**config.mk**
```make
export PLATFORM = sky130hd
export DESIGN_NAME = cory_p2s_arb
export DESIGN_NICKNAME = d
export VERILOG_FILES = /design/src/rtl/cory_p2s_arb.sv
export SDC_FILE = /design/constraint.sdc
export NUM_CORES = 1
export LEC_CHECK = 0
export ABC_AREA = 1
export CAP_MARGIN = 30
export CORE_MARGIN = 1.5
export CORE_UTILIZATION = 40
export CTS_BUF_LIST = sky130_fd_sc_hd__clkbuf_4 sky130_fd_sc_hd__clkbuf_8 sky130_fd_sc_hd__clkbuf_16
export DETAILED_ROUTE_END_ITERATION = 10
export DONT_BUFFER_PORTS = 1
export PLACE_DENSITY = 0.64
export SETUP_SLACK_MARGIN = 0.05
export SLEW_MARGIN = 5
export SYNTH_ARGS = -nofsm -noshare
export SYNTH_HDL_FRONTEND = slang
export SYNTH_SLANG_ARGS = --single-unit
```
**constraint.sdc**
```tcl
create_clock -name clk -period 4.31 [get_ports clk]
set_input_delay 0.6465 -clock clk [delete_from_list [all_inputs] [get_ports clk]]
set_output_delay 0.6465 -clock clk [all_outputs]
set_load 0.01 [all_outputs]
```
**src/rtl/cory_p2s_arb.sv**
```systemverilog
// Round-robin parallel-to-serial arbiter: M wide requesters share one N-bit beat channel.
// Optional CORY_P2S_ARB_LEN_EN adds a per-word last-beat index input i_a_n.
module cory_p2s_arb #(
  parameter int N  = 8,
  parameter int R  = 4,
  parameter int M  = 4,
  parameter int A  = N*R,
  parameter int BS = (R > 2) ? $clog2(R) : 1,
  parameter int MS = (M > 2) ? $clog2(M) : 1
) (
  input  logic            clk,
  input  logic            reset_n,
  input  logic [M-1:0]    i_a_v,
  input  logic [M*A-1:0]  i_a_d,
`ifdef CORY_P2S_ARB_LEN_EN
  input  logic [M*BS-1:0] i_a_n,
`endif
  output logic [M-1:0]    o_a_r,
  output logic            o_z_v,
  output logic [N-1:0]    o_z_d,
  output logic [BS-1:0]   o_z_s,
  output logic [MS-1:0]   o_z_id,
  output logic            o_z_l,
  input  logic            i_z_r
);

  typedef enum logic {S_IDLE, S_BUSY} state_t;

  state_t        r_state, w_state_nxt;
  logic [A-1:0]  r_hold;
  logic [BS-1:0] r_cnt;
  logic [MS-1:0] r_id;
  logic [MS-1:0] r_ptr;
  logic [BS-1:0] w_lastn;

`ifdef CORY_P2S_ARB_LEN_EN
  logic [BS-1:0] r_lastn;
  assign w_lastn = r_lastn;
`else
  assign w_lastn = BS'(R-1);
`endif

  logic          w_busy, w_last, w_beat, w_win, w_found, w_take;
  logic [MS-1:0] w_g, w_ptr_nxt;

  assign w_busy = (r_state == S_BUSY);
  assign w_last = w_busy & (r_cnt == w_lastn);
  assign w_beat = w_busy & i_z_r;
  // Regrant on the last-beat transfer keeps the channel bubble-free.
  assign w_win  = ~w_busy | (w_beat & w_last);

  always_comb begin
    w_found = 1'b0;
    w_g     = '0;
    for (int i = 0; i < M; i++) begin
      if (!w_found && i_a_v[(int'(r_ptr) + i) % M]) begin
        w_found = 1'b1;
        w_g     = MS'((int'(r_ptr) + i) % M);
      end
    end
  end

  assign w_take    = w_win & w_found;
  assign w_ptr_nxt = MS'((int'(w_g) + 1) % M);
  assign o_a_r     = w_take ? (M'(1) << w_g) : '0;

  assign o_z_v  = w_busy;
  assign o_z_d  = w_busy ? r_hold[int'(r_cnt)*N +: N] : '0;
  assign o_z_s  = r_cnt;
  assign o_z_id = r_id;
  assign o_z_l  = w_last;

  always_comb begin
    w_state_nxt = r_state;
    case (r_state)
      S_IDLE: if (w_take) w_state_nxt = S_BUSY;
      S_BUSY: if (w_beat && w_last) w_state_nxt = w_take ? S_BUSY : S_IDLE;
      default: w_state_nxt = S_IDLE;
    endcase
  end

  always_ff @(posedge clk or negedge reset_n) begin
    if (!reset_n) begin
      r_state <= S_IDLE;
      r_hold  <= '0;
      r_cnt   <= '0;
      r_id    <= '0;
      r_ptr   <= '0;
`ifdef CORY_P2S_ARB_LEN_EN
      r_lastn <= '0;
`endif
    end else begin
      r_state <= w_state_nxt;
      if (w_take) begin
        r_hold  <= i_a_d[int'(w_g)*A +: A];
        r_id    <= w_g;
        r_cnt   <= '0;
        r_ptr   <= w_ptr_nxt;
`ifdef CORY_P2S_ARB_LEN_EN
        r_lastn <= i_a_n[int'(w_g)*BS +: BS];
`endif
      end else if (w_beat) begin
        r_cnt <= w_last ? '0 : r_cnt + BS'(1);
      end
    end
  end

`ifdef SIM
  initial begin
    if (!(R == 2 || R == 4 || R == 8 || R == 16) || M < 1 || M > 8) begin
      $error("cory_p2s_arb: illegal parameters R=%0d M=%0d", R, M);
      $finish;
    end
  end
`endif

endmodule

```
==> flow_summary.yaml <==
logic_synthesis:
  synth-seq-cells: 39
  synth_nets: 732
  yosysTopAreaCellShare_pct: 27.23
  synth_cells: 596
  yosys-top-cells-area: "dfrtp_1 (27%), nand2_1 (20%), inv_1 (12%)"
  yosys_warnings: 0
  synth_cell_types: 28
  syn_area_per_cell_um2: 6.015
  ys_seq_area_share_pct: 27.23
  synth_top_area_cell: "dfrtp_1"
  synth_area_um2: 3585
placement:
  place_congestion: 0.8012
  io_buffers: 0
  placed_area_um2: 3536
  hpwl_um: 7055
  dp_slack_ps: 954.2
routing:
  drtPass1Iterations: 4
  ant_nets: 0
  routed_wl_um: 9479
  drc: 0
  via_per_inst: 5.350
  wl_met3_um: 420
  avgRoutedWirePerCell_um: 13.98
  met2WireLength_um: 4438
  vias: 3627
  drt_iter0_markers: 237
  route.top_layer_used: "met4"
  met1_length_um: 4442
timing:
  rsz0062_at_grt: "no"
  fin_ws_ps: 765.2
  worst_slew_pin_slew_ps: 819.2
  period_share_pct: 82.25
  maxSlewHeadroom_pct: 45.32
  layout_min_cycle_time_ps: 3545
  holdWs_ps: 42.23
  fmax_mhz: 282.1
  setup_violations: 0
  finClkSkew_ps: 5.406
  finalHoldViolCount: 0
  final_max_slew_viol_count: 0
  setup_tns_ps: 0
global_routing:
  antenna_found_initial: 0
  grt_max_degree: 91
  overflow: 0
  grt_pass1_vias: 3249
  grt_pass1_wl_um: 15060
  grtUsageTotal_pct: 19.04
critical_path:
  critPathTopFamily: "simple AND/OR/NAND/NOR gates"
  cp_data_arrival_time_ps: 2900
  ff2ff_setup_slack_ps: 1300
  startpoint: "r_ptr[0]"
  max_stage_delay_ps: 580
  path_buf_inv: 3
  cp-start-kind: "flip-flop"
  cp_slowest_cell: "dfrtp_1"
  end_kind: "primary output"
  timing.rr.start: "r_ptr[0]"
  crit_type: "flip-flop to primary output"
  path_cells: "inv_4 -> nand2_1 -> nand3_1 -> nand2_1 -> inv_1 -> nand3_4 -> nand2_4 -> inv_4 -> nand2_1 -> nor2_1"
  cp_max_fo: 40
  crit_top_cell: "nand2_1"
  worstPathRequired_ps: 3660
floorplanning:
  start_util_pct: 41.10
  die_w_um: 97.67
  fp.coreArea_um2: 8721
  die_h_um: 97.67
  core.rowCount: 34
  ios: 153
  die-area_um2: 9538
clocking:
  root_buffer: "clkbuf_8"
  clock_path_buffers: 2
  insertion_delay_ps: 290
  cts_hold_buf: 0
  h-tree-depth: 2
  cts_setup_buffers: 0
  cts_buffers: 5
  cts_tree: "built"
  clock-sinks: 39
  cts.clk_slew.worst_paths_ps: 80
  cts_resized: 0
hold_path:
  hold_class: "primary input to asynchronous set/reset pin"
layout:
  post-route-util_pct: 42.42
  finalInstanceArea_um2: 3700
  drive_above_1_share_pct: 6.667
  antenna_cells: 0
  syn2layout_area_growth_pct: 3.211
  layout_commonest_cell: "nand2_1"
  mostFrequentLayoutCells: "nand2_1 (191), inv_1 (117), nand3_1 (60), nand4_1 (39), dfrtp_1 (39)"
  nNetsFinal: 705
status:
  outcome: "finished, final reports clean"
power_and_ir_drop:
  ir_drop_mv: 0.4811
  p_leak_nw: 2.174
  power_density_nw_per_um2: 863.7
run:
  cap_violations: 0
[flip-flops by register name, summed over array words and instances (netlist names)]
signal,count
r_hold,32
o_z_id,2
o_z_s,2
o_z_v,1
r_ptr,2
[synth_stat cells]
cell type and instances:
nand2_1 191, inv_1 117, nand3_1 60, dfrtp_1 39, nand4_1 39, nor2_1 37, o21ai_0 20, buf_2 18
o211ai_1 16, o211ai_2 10, clkbuf_1 9, a21oi_1 8, buf_6 5, buf_1 3, nand2_2 3, nand3_2 3
nor2_2 3, buf_4 2, inv_2 2, inv_4 2, nand2_4 2, a31oi_1 1, clkinv_1 1, ha_1 1
nand3_4 1, nor2_4 1, o21a_1 1, o221ai_1 1
[metal layers]
| layer | vias to the layer above | track usage [%] |
|---|---|---|
| li1 | 1820 | - |
| met1 | 1665 | 25.79 |
| met2 | 125 | 31.68 |
| met3 | 17 | 2.734 |
| met4 | 0 | 5.275 |
| met5 | - | 0 |
[worst reg2reg max path, stage by stage, from the launching register on]
cell and delay, ps:
dfrtp_1 580, inv_4 120, nand2_1 90, nand2_1 80, nand2_1 80, nand2_1 50
nand2_1 90, nand3_2 620, nand3_4 400, buf_16 290, nand2_1 140, nand3_1 120
nand2_1 120, nand2_1 80, nand2_1 50
[where the power goes]
part	total [mW]	internal [mW]	switching [mW]
registers	0.689	0.547	0.143
logic	2.14	0.659	1.48
clock network	0.367	0.238	0.129
[metrics by stage]
| stage | power [mW] | std cells |
|---|---|---|
| after floorplan | 2.430 | 596 |
| after global placement | 2.736 | 669 |
| after detailed placement | 2.779 | 669 |
| after CTS | 3.156 | 677 |
| after global routing | 3.515 | 678 |
| final | 3.195 | 678 |
[area by class of cell]
cell class | instances | area [um^2]
Fill cell | 946 | 5021
Timing Repair Buffer | 3 | 42.54
Multi-Input combinational cell | 398 | 1947
Clock buffer | 6 | 76.32
Clock inverter | 2 | 60.06
Sequential cell | 39 | 975.9
Tap cell | 108 | 135.1
Inverter | 122 | 462.9
[cells by family after synthesis]
| logic type | synth area share (%) |
|---|---|
| flops | 27.23 |
| compound gates | 11.38 |
| simple gates | 42.37 |
| buf+inv | 18.67 |
| fa+ha+maj | 0.3490 |
[final timing paths]
path | endpoint | depth (start not counted)
min in group clk | r_hold[15] | 2
setup / recovery | o_a_r[0] | 10
hold reg to reg | r_hold[15] | 2
hold / removal | r_hold[9] | 0
setup reg to reg | r_hold[0] | 14
max in group asynchronous | o_z_s[1] | 0
(Power assumes the default switching activity.)
